## src/rtl/fetch_unit.sv

```systemverilog
// rtl/fetch_unit.sv - instruction fetch front end with request credits, PC tag FIFO and instruction buffer
//
// Issues word-aligned fetch requests from the fetch PC, tags each accepted
// request with its address, and buffers in-order responses for decode.
// Redirects flush the buffer and drop responses still owed to old requests.
//
// Ports:
//   clk_i, rst_i          clock, synchronous active-high reset
//   redirect_valid_i/pc_i flush and restart fetch at redirect_pc_i (low bits cleared)
//   imem_req_*            request channel: valid/ready handshake, addr = fetch PC
//   imem_rsp_*            response channel: in request order, always accepted
//   inst_*, pc_o          decode channel: head of the instruction buffer
//   fetch_err_o           head instruction carries an access fault
module fetch_unit #(
    parameter int              Xlen    = 64,
    parameter int              Ilen    = 32,
    parameter logic [Xlen-1:0] ResetPc = Xlen'(64'h8000_0000),
    parameter int              Depth   = 2
) (
    input  logic            clk_i,
    input  logic            rst_i,
    input  logic            redirect_valid_i,
    input  logic [Xlen-1:0] redirect_pc_i,
    output logic            imem_req_valid_o,
    input  logic            imem_req_ready_i,
    output logic [Xlen-1:0] imem_req_addr_o,
    input  logic            imem_rsp_valid_i,
    input  logic [Ilen-1:0] imem_rsp_data_i,
    input  logic            imem_rsp_err_i,
    output logic            inst_valid_o,
    input  logic            inst_ready_i,
    output logic [Ilen-1:0] inst_o,
    output logic [Xlen-1:0] pc_o,
    output logic            fetch_err_o
);

    localparam int CW = $clog2(Depth + 1);
    localparam int IW = (Depth > 1) ? $clog2(Depth) : 1;

    function automatic logic [IW-1:0] ptr_inc(input logic [IW-1:0] p);
        if (p == IW'(Depth - 1)) return '0;
        return p + 1'b1;
    endfunction

    logic [Xlen-1:0] fpc;
    logic [CW-1:0]   inflight;
    logic [CW-1:0]   occ;
    logic [CW-1:0]   drop;
    logic [CW:0]     credit_used;

    // PC tag FIFO: addresses of live requests whose responses are still owed
    logic [Xlen-1:0] tag_mem [Depth];
    logic [IW-1:0]   tag_rd;
    logic [IW-1:0]   tag_wr;

    // Instruction buffer
    logic [Ilen-1:0] buf_data [Depth];
    logic            buf_err  [Depth];
    logic [Xlen-1:0] buf_pc   [Depth];
    logic [IW-1:0]   buf_head;
    logic [IW-1:0]   buf_tail;

    logic req_fire;
    logic rsp_push;
    logic inst_pop;
    logic unused_pc_bits;

    assign unused_pc_bits = ^redirect_pc_i[1:0];

    // Every outstanding request already owns a buffer slot, so a response
    // can always be written without back-pressure.
    assign credit_used      = {1'b0, inflight} + {1'b0, occ};
    assign imem_req_valid_o = !rst_i && !redirect_valid_i && (credit_used < (CW + 1)'(Depth));
    assign imem_req_addr_o  = fpc;
    assign req_fire         = imem_req_valid_o && imem_req_ready_i;

    // Responses in the redirect cycle or owed to pre-redirect requests are dropped.
    assign rsp_push = imem_rsp_valid_i && !rst_i && !redirect_valid_i && (drop == '0);
    // Flush wins over a decode pop in the same cycle.
    assign inst_pop = inst_valid_o && inst_ready_i && !redirect_valid_i;

    assign inst_valid_o = (occ != '0);
    assign inst_o       = buf_data[buf_head];
    assign pc_o         = buf_pc[buf_head];
    assign fetch_err_o  = inst_valid_o && buf_err[buf_head];

    always_ff @(posedge clk_i) begin
        if (rst_i) begin
            fpc      <= ResetPc;
            inflight <= '0;
            occ      <= '0;
            drop     <= '0;
            tag_rd   <= '0;
            tag_wr   <= '0;
            buf_head <= '0;
            buf_tail <= '0;
        end else begin
            inflight <= inflight + CW'(req_fire) - CW'(imem_rsp_valid_i);
            if (redirect_valid_i) begin
                fpc      <= {redirect_pc_i[Xlen-1:2], 2'b00};
                occ      <= '0;
                // Everything still in flight after this cycle is stale.
                drop     <= inflight - CW'(imem_rsp_valid_i);
                tag_rd   <= '0;
                tag_wr   <= '0;
                buf_head <= '0;
                buf_tail <= '0;
            end else begin
                if (req_fire) begin
                    fpc    <= fpc + Xlen'(4);
                    tag_wr <= ptr_inc(tag_wr);
                end
                if (imem_rsp_valid_i && (drop != '0)) begin
                    drop <= drop - 1'b1;
                end
                if (rsp_push) begin
                    tag_rd   <= ptr_inc(tag_rd);
                    buf_tail <= ptr_inc(buf_tail);
                end
                if (inst_pop) begin
                    buf_head <= ptr_inc(buf_head);
                end
                occ <= occ + CW'(rsp_push) - CW'(inst_pop);
            end
        end
    end

    // Storage arrays need no reset; pointers and occupancy define validity.
    always_ff @(posedge clk_i) begin
        if (req_fire) begin
            tag_mem[tag_wr] <= fpc;
        end
        if (rsp_push) begin
            buf_data[buf_tail] <= imem_rsp_data_i;
            buf_err[buf_tail]  <= imem_rsp_err_i;
            buf_pc[buf_tail]   <= tag_mem[tag_rd];
        end
    end

endmodule

```

## config.mk

```make
export PLATFORM = sky130hd
export DESIGN_NAME = fetch_unit
export DESIGN_NICKNAME = d
export VERILOG_FILES = /design/src/rtl/fetch_unit.sv
export SDC_FILE = /design/constraint.sdc
export NUM_CORES = 1
export LEC_CHECK = 0
export CAP_MARGIN = 20
export CORE_MARGIN = 2
export CORE_UTILIZATION = 68
export CTS_CLUSTER_SIZE = 24
export DETAILED_ROUTE_END_ITERATION = 16
export DONT_BUFFER_PORTS = 1
export GPL_TIMING_DRIVEN = 0
export PLACE_DENSITY = 0.84
export SETUP_SLACK_MARGIN = 0.05
export SLEW_MARGIN = 15
export SYNTH_ARGS = -nofsm -noshare
export SYNTH_HDL_FRONTEND = slang
export SYNTH_SLANG_ARGS = --single-unit
```

## constraint.sdc

```tcl
create_clock -name clk_i -period 11.4 [get_ports clk_i]
set_input_delay 2.28 -clock clk_i [delete_from_list [all_inputs] [get_ports clk_i]]
set_output_delay 2.28 -clock clk_i [all_outputs]
set_load 0.03 [all_outputs]
```

==> impl_table.tex <==
\begin{tabular}{lr}
\hline
Metric & Value \\
\hline
\multicolumn{2}{l}{\textbf{Outcome}} \\
\quad Result of the run & complete, no violations \\
\multicolumn{2}{l}{\textbf{Critical path}} \\
\quad Critical path buffer and inverter count & 2 \\
\quad CP startpoint kind & input pin \\
\quad Most used cell, CP & sky130\_fd\_sc\_hd\_\_clkbuf\_1 \\
\quad Critical Path Fanout Max & 10 \\
\quad Crit path max-delay cell type & sky130\_fd\_sc\_hd\_\_nor3\_1 \\
\quad Start-to-end type of the worst setup path & in2out \\
\quad Data arrival at the endpoint of the critical path & 3.78 ns \\
\quad Category of cells accounting for the largest share of critical-path delay & simple AND/OR/NAND/NOR gates \\
\quad Req. time, crit path & 9.12 ns \\
\quad Critical Path Sink Type & output port \\
\quad Worst path cell trace & clkbuf\_1 -> or2\_1 -> clkbuf\_1 -> nor3\_1 \\
\quad Longest individual stage delay on the worst path & 0.75 ns \\
\multicolumn{2}{l}{\textbf{Routing}} \\
\quad Vias post-DR & 10365 \\
\quad Number of vias per cell & 6.82 \\
\quad DRC Markers & 0 \\
\quad Routed length per placed instance & 27.9 um \\
\quad Number of nets with antenna violations after detailed routing & 0 \\
\quad Final wirelength & 42300 um \\
\quad First-pass detailed-route iteration total & 7 \\
\quad Drt first-iter violations & 1313 \\
\multicolumn{2}{l}{\textbf{Placement}} \\
\quad HPWL Detailed & 28700 um \\
\quad Dpl cells & 1449 \\
\quad Port Buffer Count & 0 \\
\quad Placer Congestion & 0.966 \\
\multicolumn{2}{l}{\textbf{Timing}} \\
\quad Post-route minimum period & 6.06 ns \\
\quad Fin Clk Skew & 0.0123 ns \\
\quad Final Hold Viols & 0 \\
\quad Maximum clock frequency & 165 MHz \\
\quad Fraction of the cycle the final worst path needs & 53.1\% \\
\quad Slew margin rel. & 31.9\% \\
\quad Slew at the pin closest to its max-slew limit & 1.02 ns \\
\quad Total negative slack for setup checks & 0 ns \\
\quad Final setup fails & 0 \\
\quad RSZ-0062 raised after global routing & no \\
\quad Count of pins over their slew limit & 0 \\
\multicolumn{2}{l}{\textbf{Global route}} \\
\quad Overall global routing resource usage & 33.7\% \\
\quad Met1 track demand over resource in global routing & 45.9\% \\
\quad Vias in the first global route & 10094 \\
\quad Global-route met2 utilization & 53.1\% \\
\quad Pin count of the biggest net entering global routing & 33 \\
\quad First-pass GRT wire length & 61900 um \\
\quad Antenna violations before repair & 1 \\
\quad Global-route track usage on met3 & 8.98\% \\
\quad Overflow after GRT & 0 \\
\quad Highest-utilization routing layer at the global route stage & met2 \\
\multicolumn{2}{l}{\textbf{Synthesis}} \\
\quad Count of distinct cell types in the synthesized netlist & 75 \\
\quad Total number of yosys warnings & 0 \\
\quad Cell types occupying the most area after synthesis & sky130\_fd\_sc\_hd\_\_edfxtp\_1, sky130\_fd\_sc\_hd\_\_mux2\_2, sky130\_fd\_sc\_hd\_\_dfxtp\_1 \\
\quad Synth Register Bits & 388 \\
\quad Synth Area per Inst & 14.5 sq um \\
\quad Async SR Flop Fraction & 0\% \\
\quad Post-synth design cell area & 0.0162 sq mm \\
\quad Post-synth EDFFs & 314 \\
\quad Synthesized netlist cell count & 1115 \\
\quad Synth top area share & 58.2\% \\
\quad Sequential share of the synthesized area & 67.3\% \\
\quad Top\_reg\_cell synth & sky130\_fd\_sc\_hd\_\_edfxtp\_1 \\
\quad Cell type with the highest aggregate area in the netlist & sky130\_fd\_sc\_hd\_\_edfxtp\_1 \\
\multicolumn{2}{l}{\textbf{Finish}} \\
\quad Final Core Density & 77.5\% \\
\quad Layout Area Growth over Synthesis & 11.9\% \\
\quad Number of fill cells & 1391 \\
\quad Final nets & 1281 \\
\quad Share of cells above drive strength 1 & 22.1\% \\
\quad Final cell count without fillers & 1519 \\
\multicolumn{2}{l}{\textbf{Power}} \\
\quad Pwr Total & 3.09 mW \\
\quad Largest voltage drop on the vdd net & 0.165 mV \\
\quad Power per Cell Area & 170 mW/mm\^{}2 \\
\quad Leakage power of the design & 5.79 nW \\
\multicolumn{2}{l}{\textbf{Clock network}} \\
\quad CTS tree & built \\
\quad H-tree depth reported by CTS & 2 \\
\quad Buffers inserted by post-CTS timing repair & 0 \\
\quad CTS root buffer & sky130\_fd\_sc\_hd\_\_clkbuf\_16 \\
\quad Hold\_buf cts & 0 \\
\quad Sinks on the clock net & 388 \\
\quad TritonCTS Buffers & 38 \\
\quad Clock input transition at the sequential cells of the worst setup and hold paths & 0.06 ns \\
\quad Cts repair resizes & 0 \\
\quad Clk buf depth & 3 \\
\quad Clock latency on the worst-skew pair & 0.53 ns \\
\multicolumn{2}{l}{\textbf{Floorplan}} \\
\quad DIE AREA & 0.0251 sq mm \\
\quad Row cnt & 56 \\
\quad I/O pin count & 266 \\
\quad Starting density of the core & 69.3\% \\
\quad Overall die width & 158 um \\
\quad Area of the core & 0.0234 sq mm \\
\quad Die height & 158 um \\
\multicolumn{2}{l}{\textbf{Flow run}} \\
\quad Count of max-cap constraint violations & 0 \\
\multicolumn{2}{l}{\textbf{Min path}} \\
\quad Hold Path Class & reg2reg \\
\hline
\end{tabular}
Yosys cell counts, types with 13 or more instances:
library cell,instances
sky130_fd_sc_hd__o21ai_0,14
sky130_fd_sc_hd__mux2_2,156
sky130_fd_sc_hd__xnor2_1,23
sky130_fd_sc_hd__nand2_1,46
sky130_fd_sc_hd__dfxtp_1,74
sky130_fd_sc_hd__buf_1,16
sky130_fd_sc_hd__edfxtp_1,314
sky130_fd_sc_hd__a31oi_1,13
sky130_fd_sc_hd__nand3_1,37
sky130_fd_sc_hd__a21oi_1,31
sky130_fd_sc_hd__or4_1,19
sky130_fd_sc_hd__nor4_1,17
sky130_fd_sc_hd__inv_1,15
sky130_fd_sc_hd__nor2_1,64
sky130_fd_sc_hd__clkbuf_1,34
sky130_fd_sc_hd__a211oi_1,17
sky130_fd_sc_hd__nand4_1,36
sky130_fd_sc_hd__and3_1,17
sky130_fd_sc_hd__nor3_1,21
flip-flops by register name (all words and copies together), names as in the netlist, named ones only:
signal           count
buf_data            64
buf_err              2
buf_head             1
buf_pc             124
buf_tail             1
drop                 2
imem_req_addr_o     62
inflight             2
occ                  2
tag_mem            124
tag_rd               1
tag_wr               1
through the flow:
step	hold slack (ns)	instance area, sq um	worst slack [ns]
2_1_floorplan	0.472	16200	4.05
3_3_place_gp	0.483	16600	1.38
3_5_place_dp	0.497	16900	5.35
4_1_cts	0.511	18100	5.35
5_1_grt	0.559	18100	5.27
6_report	0.510	18100	5.34
report_power, final:
part	leakage (nW)	switching (mW)	internal, mW
sequential	3.47	0.0804	1.58
clock	0.591	0.503	0.720
combinational	1.73	0.133	0.0674
total	5.79	0.717	2.37
worst paths after layout:
path	start	to	slack (ns)	depth (start not counted)
setup / recovery	rst_i	imem_req_valid_o	5.34	4
setup reg to reg	occ[0]$_SDFF_PP0_	tag_mem[0][28]$_DFFE_PP_	7.32	10
hold / removal	tag_rd$_SDFFE_PP0P_	register	0.51	2
hold reg to reg	tag_rd$_SDFFE_PP0P_	register	0.51	2
tightest hold or removal path, cell delays in order (launching register included):
cell and delay (ns):
sky130_fd_sc_hd__dfxtp_1 0.32, sky130_fd_sc_hd__xor2_1 0.08, sky130_fd_sc_hd__nor2_1 0.07
kinds of logic after synthesis:
family	Yosys count	share of synthesized area, %
other	1	0.0231
xor gates and xnor gates	29	1.57
AOI/OAI and AO/OA	129	5.52
DFF	388	67.3
and+or+nand+nor	320	11.5
muxes	161	11.1
adders and majority gates	8	0.664
buffers and inverters	79	2.29
layout make-up:
| type | instances | area, sq um | area share [%] |
|---|---|---|---|
| clock buffer | 55 | 1070 | 5.88 |
| buffer | 64 | 314 | 1.73 |
| multi-input combinational | 651 | 4970 | 27.4 |
| tap | 319 | 399 | 2.20 |
| timing repair buffer | 12 | 258 | 1.42 |
| sequential | 388 | 10900 | 60.2 |
| inverter | 15 | 56.3 | 0.311 |
| clock inverter | 14 | 151 | 0.835 |
| antenna | 1 | 2.50 | 0.0138 |
layer usage:
metal / routed length, um / up-vias
li1: - / 4477
met1: 15900 / 5110
met2: 19800 / 649
met3: 5180 / 129
met4: 1470 / 0
met5: 0 / -
cell usage in the layout (no fill, tap or decap), drive strengths merged, types with 9 or more instances in the layout:
cell type | synthesis | final
a211oi | 18 | 18
a21oi | 31 | 31
a31oi | 13 | 13
and3 | 17 | 17
and4 | 10 | 10
buf | 27 | 39
clkbuf | 36 | 91
dfxtp | 74 | 74
edfxtp | 314 | 314
inv | 15 | 16
mux2 | 156 | 156
nand2 | 47 | 47
nand3 | 38 | 38
nand4 | 39 | 39
nor2 | 65 | 65
nor3 | 23 | 23
nor4 | 25 | 25
o211ai | 9 | 9
o21ai | 15 | 15
o311ai | 10 | 10
or3 | 12 | 12
or4 | 20 | 20
xnor2 | 23 | 23
Power figures use the tool's default switching activity.
